File: src/rtl/rl_pkg.sv
// Shared types and constants for the Q-learning agent: Q8.8 widths,
// action encoding, sequencer state enum and the one-hot action check.
package rl_pkg;

    localparam int unsigned Q_FRAC_W = 8;
    localparam int unsigned Q_INT_W  = 8;
    localparam int unsigned Q_W      = Q_INT_W + Q_FRAC_W;
    localparam int unsigned N_ACT    = 4;
    localparam int unsigned ROW_W    = N_ACT * Q_W;

    localparam logic [Q_W-1:0]   Q_ZERO      = '0;
    localparam logic [N_ACT-1:0] ACT_DEFAULT = N_ACT'(1);

    typedef enum logic [3:0] {
        S_IDLE,
        S_RD_CUR,
        S_CAP_CUR,
        S_POLICY,
        S_ENV,
        S_RD_NXT,
        S_CAP_NXT,
        S_UPDATE,
        S_DECAY
    } fsm_state_t;

    // True when exactly one action bit is set
    function automatic logic is_onehot(input logic [N_ACT-1:0] a);
        return (a != '0) && ((a & (a - N_ACT'(1))) == '0);
    endfunction

endpackage

File: src/rtl/q_learning_controller_epsilon.sv
// Per-episode epsilon register: eps -= eps >> EPS_SHIFT on each decay
// strobe, clamped to EPS_MIN. Arithmetic is unsigned Q8.8.
module epsilon_scheduler
    import rl_pkg::*;
#(
    parameter logic [Q_W-1:0] EPS_INIT  = 16'h00E0,
    parameter logic [Q_W-1:0] EPS_MIN   = 16'h0010,
    parameter int unsigned    EPS_SHIFT = 3
) (
    input  logic           clk,
    input  logic           rst_n,
    input  logic           decay,
    output logic [Q_W-1:0] epsilon
);

    logic [Q_W-1:0] r_eps;
    logic [Q_W-1:0] w_eps_dec;

    assign w_eps_dec = r_eps - (r_eps >> EPS_SHIFT);
    assign epsilon   = r_eps;

    // Epsilon register, only moves on the decay strobe
    always_ff @(posedge clk or negedge rst_n) begin
        if (!rst_n) begin
            r_eps <= EPS_INIT;
        end else if (decay) begin
            r_eps <= (w_eps_dec < EPS_MIN) ? EPS_MIN : w_eps_dec;
        end
    end

endmodule

File: src/rtl/q_learning_controller.sv
// Step sequencer for one Q-learning agent: reads the current Q row, runs the
// policy, drives the environment, reads the next-state row and hands an update
// packet to the Q-update datapath; decays epsilon once per episode.
// Optional build macro: QCTRL_EVAL_MODE_EN adds the eval_mode input (greedy,
// no updates, no epsilon decay for that episode).
module q_learning_controller
    import rl_pkg::*;
#(
    parameter int unsigned    S_W        = 4,
    parameter int unsigned    POLICY_LAT = 1,
    parameter int unsigned    MAX_STEPS  = 255,
    parameter logic [Q_W-1:0] EPS_INIT   = 16'h00E0,
    parameter logic [Q_W-1:0] EPS_MIN    = 16'h0010,
    parameter int unsigned    EPS_SHIFT  = 3
) (
    input  logic               clk,
    input  logic               rst_n,
    input  logic               start,
    input  logic [S_W-1:0]     start_state,
`ifdef QCTRL_EVAL_MODE_EN
    input  logic               eval_mode,
`endif
    input  logic               abort,
    output logic               qt_rd_en,
    output logic [S_W-1:0]     qt_rd_addr,
    input  logic [ROW_W-1:0]   qt_rd_data,
    output logic [ROW_W-1:0]   pol_q_values,
    output logic [Q_W-1:0]     pol_epsilon,
    input  logic [N_ACT-1:0]   pol_action,
    output logic               env_req,
    output logic [N_ACT-1:0]   env_action,
    input  logic               env_ack,
    input  logic [Q_W-1:0]     env_reward,
    input  logic [S_W-1:0]     env_next_state,
    input  logic               env_done,
    output logic               upd_valid,
    input  logic               upd_ready,
    output logic [S_W-1:0]     upd_state,
    output logic [N_ACT-1:0]   upd_action,
    output logic [Q_W-1:0]     upd_reward,
    output logic [ROW_W-1:0]   upd_q_cur,
    output logic [ROW_W-1:0]   upd_q_next,
    output logic               busy,
    output logic               episode_done,
    output logic [7:0]         step_count,
    output logic [Q_W-1:0]     epsilon,
    output logic               act_err
);

    localparam int unsigned SC_W = 8;
    localparam int unsigned PC_W = 8;

    fsm_state_t       r_fsm;
    logic [S_W-1:0]   r_cur_state;
    logic [S_W-1:0]   r_next_state;
    logic [S_W-1:0]   r_qt_rd_addr;
    logic             r_qt_rd_en;
    logic             r_env_req;
    logic             r_upd_valid;
    logic             r_busy;
    logic             r_episode_done;
    logic             r_act_err;
    logic             r_done;
    logic             r_eval;
    logic [N_ACT-1:0] r_action;
    logic [Q_W-1:0]   r_reward;
    logic [Q_W-1:0]   r_pol_eps;
    logic [ROW_W-1:0] r_q_cur;
    logic [ROW_W-1:0] r_q_next;
    logic [SC_W-1:0]  r_step_count;
    logic [PC_W-1:0]  r_pol_cnt;

    logic [Q_W-1:0]   w_epsilon;
    logic             w_decay;
    logic             w_eval_in;
    logic             w_last;
    logic [SC_W-1:0]  w_step_inc;

`ifdef QCTRL_EVAL_MODE_EN
    assign w_eval_in = eval_mode;
`else
    assign w_eval_in = 1'b0;
`endif

    // Episode ends on env done or when this step reaches the step limit
    assign w_step_inc = r_step_count + SC_W'(1);
    assign w_last     = r_done || (w_step_inc == SC_W'(MAX_STEPS));

    // Decay fires on the DECAY->IDLE edge of a training episode unless aborted
    assign w_decay = (r_fsm == S_DECAY) && !abort && !r_eval;

    epsilon_scheduler #(
        .EPS_INIT  (EPS_INIT),
        .EPS_MIN   (EPS_MIN),
        .EPS_SHIFT (EPS_SHIFT)
    ) u_eps (
        .clk     (clk),
        .rst_n   (rst_n),
        .decay   (w_decay),
        .epsilon (w_epsilon)
    );

    // Step sequencer with registered handshake, read and payload outputs
    always_ff @(posedge clk or negedge rst_n) begin
        if (!rst_n) begin
            r_fsm          <= S_IDLE;
            r_cur_state    <= '0;
            r_next_state   <= '0;
            r_qt_rd_addr   <= '0;
            r_qt_rd_en     <= 1'b0;
            r_env_req      <= 1'b0;
            r_upd_valid    <= 1'b0;
            r_busy         <= 1'b0;
            r_episode_done <= 1'b0;
            r_act_err      <= 1'b0;
            r_done         <= 1'b0;
            r_eval         <= 1'b0;
            r_action       <= '0;
            r_reward       <= '0;
            r_pol_eps      <= EPS_INIT;
            r_q_cur        <= '0;
            r_q_next       <= '0;
            r_step_count   <= '0;
            r_pol_cnt      <= '0;
        end else begin
            r_qt_rd_en     <= 1'b0;
            r_episode_done <= 1'b0;
            if (abort) begin
                r_fsm       <= S_IDLE;
                r_busy      <= 1'b0;
                r_env_req   <= 1'b0;
                r_upd_valid <= 1'b0;
            end else begin
                case (r_fsm)
                    S_IDLE: begin
                        if (start) begin
                            r_cur_state  <= start_state;
                            r_step_count <= '0;
                            r_eval       <= w_eval_in;
                            r_qt_rd_en   <= 1'b1;
                            r_qt_rd_addr <= start_state;
                            r_busy       <= 1'b1;
                            r_fsm        <= S_RD_CUR;
                        end
                    end
                    S_RD_CUR: begin
                        r_fsm <= S_CAP_CUR;
                    end
                    S_CAP_CUR: begin
                        r_q_cur   <= qt_rd_data;
                        r_pol_eps <= r_eval ? Q_ZERO : w_epsilon;
                        r_pol_cnt <= '0;
                        r_fsm     <= S_POLICY;
                    end
                    S_POLICY: begin
                        if (r_pol_cnt == PC_W'(POLICY_LAT - 1)) begin
                            if (is_onehot(pol_action)) begin
                                r_action <= pol_action;
                            end else begin
                                r_action  <= ACT_DEFAULT;
                                r_act_err <= 1'b1;
                            end
                            r_env_req <= 1'b1;
                            r_fsm     <= S_ENV;
                        end else begin
                            r_pol_cnt <= r_pol_cnt + PC_W'(1);
                        end
                    end
                    S_ENV: begin
                        if (env_ack) begin
                            r_reward     <= env_reward;
                            r_next_state <= env_next_state;
                            r_done       <= env_done;
                            r_env_req    <= 1'b0;
                            r_qt_rd_en   <= 1'b1;
                            r_qt_rd_addr <= env_next_state;
                            r_fsm        <= S_RD_NXT;
                        end
                    end
                    S_RD_NXT: begin
                        r_fsm <= S_CAP_NXT;
                    end
                    S_CAP_NXT: begin
                        r_q_next <= qt_rd_data;
                        if (r_eval) begin
                            r_step_count <= w_step_inc;
                            if (w_last) begin
                                r_fsm <= S_DECAY;
                            end else begin
                                r_cur_state  <= r_next_state;
                                r_qt_rd_en   <= 1'b1;
                                r_qt_rd_addr <= r_next_state;
                                r_fsm        <= S_RD_CUR;
                            end
                        end else begin
                            r_upd_valid <= 1'b1;
                            r_fsm       <= S_UPDATE;
                        end
                    end
                    S_UPDATE: begin
                        if (upd_ready) begin
                            r_upd_valid  <= 1'b0;
                            r_step_count <= w_step_inc;
                            if (w_last) begin
                                r_fsm <= S_DECAY;
                            end else begin
                                r_cur_state  <= r_next_state;
                                r_qt_rd_en   <= 1'b1;
                                r_qt_rd_addr <= r_next_state;
                                r_fsm        <= S_RD_CUR;
                            end
                        end
                    end
                    S_DECAY: begin
                        r_episode_done <= 1'b1;
                        r_busy         <= 1'b0;
                        r_fsm          <= S_IDLE;
                    end
                    default: begin
                        r_fsm  <= S_IDLE;
                        r_busy <= 1'b0;
                    end
                endcase
            end
        end
    end

    assign qt_rd_en     = r_qt_rd_en;
    assign qt_rd_addr   = r_qt_rd_addr;
    assign pol_q_values = r_q_cur;
    assign pol_epsilon  = r_pol_eps;
    assign env_req      = r_env_req;
    assign env_action   = r_action;
    assign upd_valid    = r_upd_valid;
    assign upd_state    = r_cur_state;
    assign upd_action   = r_action;
    assign upd_reward   = r_reward;
    assign upd_q_cur    = r_q_cur;
    assign upd_q_next   = r_q_next;
    assign busy         = r_busy;
    assign episode_done = r_episode_done;
    assign step_count   = r_step_count;
    assign epsilon      = w_epsilon;
    assign act_err      = r_act_err;

endmodule

File: config.mk
export PLATFORM = sky130hd
export DESIGN_NAME = q_learning_controller
export DESIGN_NICKNAME = d
export VERILOG_FILES = /design/src/rtl/rl_pkg.sv /design/src/rtl/q_learning_controller_epsilon.sv /design/src/rtl/q_learning_controller.sv
export SDC_FILE = /design/constraint.sdc
export NUM_CORES = 1
export LEC_CHECK = 0
export CAP_MARGIN = 20
export CORE_MARGIN = 4
export CORE_UTILIZATION = 35
export CTS_CLUSTER_SIZE = 30
export DETAILED_ROUTE_END_ITERATION = 8
export DONT_BUFFER_PORTS = 1
export HOLD_SLACK_MARGIN = 0.1
export MAX_ROUTING_LAYER = met4
export SLEW_MARGIN = 20
export SYNTH_ARGS = -nofsm -noshare
export SYNTH_HDL_FRONTEND = slang
export SYNTH_SLANG_ARGS = --single-unit
File: constraint.sdc
create_clock -name clk -period 6.95 [get_ports clk]
set_clock_uncertainty 0.1 [all_clocks]
set_input_delay 1.0425 -clock clk [delete_from_list [all_inputs] [get_ports clk]]
set_output_delay 1.0425 -clock clk [all_outputs]
set_load 0.02 [all_outputs]
==> impl_metrics.py <==
metrics = {
    "run_status": {
        "status": "completed",
    },
    "floorplan": {
        "rows": 61,
        "core_um2": 28100,
        "die_w_um": 177,
        "start_util_pct": 35.8,
        "fp.dieArea_um2": 31500,
        "ios": 369,
        "die_y_um": 177,
    },
    "synth": {
        "ys_types": 65,
        "synth_top_area_share_pct": 53.0,
        "seq_area_frac_synth_pct": 54.6,
        "synth_top_flop_cell": "dfrtp_1",
        "synth_top_area_cell": "dfrtp_1",
        "syn_nets": 1078,
        "synth_edf_count": 0,
        "syn_avg_cell_area_um2": 10.5,
        "synthesis.instances": 961,
        "ys_ff_latch": 219,
        "syn_area_um2": 10100,
        "synthArstFlopShare_pct": 100,
        "synth_area_leaders": "dfrtp_1 (53%), mux2_2 (10%), nand2_1 (9.6%), buf_4 (5.1%), o21ai_0 (2.7%)",
        "yosys_warnings": 0,
    },
    "power": {
        "totalPowerFinal_mw": 4.70,
        "p_per_area_nw_per_um2": 438,
        "leakage_nw": 5.03,
        "irDropWorstVdd_mv": 0.196,
    },
    "critical_path": {
        "endpoint_kind": "register",
        "critPathTopFamily": "compound AO/OA/AOI/OAI gates",
        "crit_required_ns": 7.22,
        "critPathBufInv": 1,
        "r2r_cells": 10,
        "worstPathArrival_ns": 3.65,
        "crit_chain": "inv_1 > ha_1 > nor2b_4 > o31a_4 > a2111oi_2 > o21bai_1 > a211oi_1 > o21ai_1 > nor4_2 > nor2_1",
        "path_max_fanout": 4,
        "critPathKind": "reg2reg",
        "r2r_end": "u_eps.epsilon[3]",
        "startpoint": "u_eps.epsilon[5]",
        "r2r_start": "u_eps.epsilon[5]",
        "critPathSlowestCell": "dfstp_2",
        "max_stage_delay_ns": 0.62,
        "start_kind": "register",
        "reg2reg_slack_ns": 3.56,
    },
    "drt": {
        "vias": 6496,
        "drt-total-wl_um": 25700,
        "drtIter0Drc": 316,
        "drt_pass1_iterations": 4,
        "wl_per_cell_um": 20.1,
        "vias_per_cell": 5.07,
        "antenna_left": 0,
        "route.detailed.drc": 0,
    },
    "clocking": {
        "cts_tree": "built",
        "cts_buffers": 25,
        "clock_latency_ns": 0.52,
        "htreeDepth": 1,
        "clock_path_buffers": 3,
        "numClockSinks": 219,
        "clkTransAtPathRegs_ns": 0.06,
        "root_buffer": "clkbuf_16",
        "ctsResizeCount": 0,
        "postCtsSetupRepairBufs": 0,
        "hold_buffers": 2,
    },
    "sta": {
        "fin_crit_sh_pct": 48.7,
        "rsz0062_at_grt": "false",
        "tns_ns": 0,
        "setup_viol": 0,
        "slew_headroom_pct": 27.5,
        "holdWs_ns": 0.147,
        "max_freq_ghz": 0.295,
        "worst_slack_ns": 3.56,
        "finalMaxSlewViolations": 0,
        "finalCriticalPeriod_ns": 3.39,
        "worst_pin_slew_ns": 1.09,
        "hold_viol": 0,
    },
    "layout": {
        "utilization_pct": 38.3,
        "n_fill_cell": 2818,
        "drive_above_1_share_pct": 17.5,
        "stdcell_count": 1281,
        "final_area_um2": 10700,
        "fin_nets": 1002,
        "area_growth_pct": 6.91,
        "antenna_cells": 0,
    },
    "placed_design": {
        "placedInstanceArea_um2": 9900,
        "dp_slack_ns": 3.55,
        "place.gp.congestion": 0.863,
        "dpl.hpwl_um": 17900,
        "dp_cells": 1234,
        "portBuffers": 0,
    },
    "worst_hold_path": {
        "hold_path_class": "in2async",
    },
    "global_route": {
        "grtUsageTotal_pct": 16.0,
        "gr-total-overflow": 0,
        "grt_max_degree": 99,
        "grt_pass1_vias": 6775,
        "grt_pass1_wl_um": 39200,
        "antenna_found_initial": 0,
    },
    "flow_run": {
        "cap_violations": 0,
    },
}
## Yosys cell counts, types with 4 or more instances
master    number
ha_1          17
buf_4         68
or3_1          7
nor3_1         7
nor2_1        30
nand2b_1       8
nand2_1      257
a21o_1         7
nand4_1        7
mux2i_1        4
dfstp_2        6
o31ai_1        7
and3_1         5
nand3_1       10
buf_2          4
a21oi_1       20
xnor2_1       11
dfrtp_1      213
or4b_2         4
xor2_1         9
inv_1         22
clkbuf_1      33
mux2_2        91
o21ai_0       55
## per-layer routing
| metal | vias up | global-route usage [%] | wire length (µm) |
|---|---|---|---|
| li1 | 2997 | - | - |
| met1 | 3179 | 18.4 | 10000 |
| met2 | 269 | 26.9 | 12500 |
| met3 | 51 | 5.09 | 2300 |
| met4 | 0 | 4.80 | 878 |
| met5 | - | - | 0 |
## worst reg2reg max path, delay by kind of cell, from the launching register on
family | cells | cell delay [ns]
compound gates | 5 | 1.39
fa+ha+maj | 1 | 0.33
simple gates | 3 | 0.74
buf+inv | 1 | 0.09
flops | 1 | 0.62
## where the power goes
part           internal (mW)  switching, mW  total, mW
combinational          0.270          0.263      0.533
clock                  0.770          0.518       1.29
sequential              1.70           1.18       2.88
total                   2.74           1.97       4.70
## cells in the final DEF, fill, tap and decap left out, types with 4 or more instances in the layout
cell       instances
nand2b_1           8
clkbuf_16         25
and3_1             5
nor2_1            30
nand2_1          257
or3_1              6
mux2i_1            4
or4b_2             4
o31ai_1            7
mux2_2            91
nand4_1            7
nand3_1           10
a21oi_1           20
clkbuf_1           8
dfstp_2            6
ha_1              17
dfrtp_1          213
a21o_1             7
clkinv_2           4
nor3_1             5
xnor2_1           11
o21ai_0           55
xor2_1             9
inv_1             22
## kinds of logic after synthesis
logic type      Yosys count  share of synthesized area (%)
compound gates          123                           8.10
xor+xnor                 20                           1.74
fa+ha+maj                18                           2.31
buf+inv                 131                           7.48
flops                   219                           54.6
mux                      95                           10.6
simple gates            355                           15.2
## how the worst max path moves through the flow
stage	cells past startpoint	endpoint	slack, ns
2_1_floorplan	10	u_eps.epsilon[4]	3.84
3_3_place_gp	10	u_eps.epsilon[0]	3.63
3_5_place_dp	10	u_eps.epsilon[2]	3.55
4_1_cts	10	u_eps.epsilon[3]	3.54
5_1_grt	10	u_eps.epsilon[3]	3.37
6_report	10	u_eps.epsilon[3]	3.56
## state kept, by name, indices dropped and copies added, names as in the netlist
name           cells
r_pol_cnt          8
r_done             1
env_req            1
upd_reward        16
act_err            1
pol_q_values      64
u_eps.epsilon     16
env_action         4
episode_done       1
qt_rd_addr         4
upd_state          4
upd_q_next        64
step_count         8
pol_epsilon       16
r_fsm              4
r_next_state       4
busy               1
qt_rd_en           1
upd_valid          1
## cell type report
cell class / count / area (µm²) / area share, %
clock buffer: 36 / 697 / 6.48
clock inverter: 9 / 105 / 0.978
inverter: 23 / 86.3 / 0.803
multi-input combinational: 611 / 3830 / 35.6
sequential: 219 / 5490 / 51.1
tap: 378 / 473 / 4.40
timing repair buffer: 5 / 70.1 / 0.652
No activity file was read; power rests on OpenSTA's default activity.
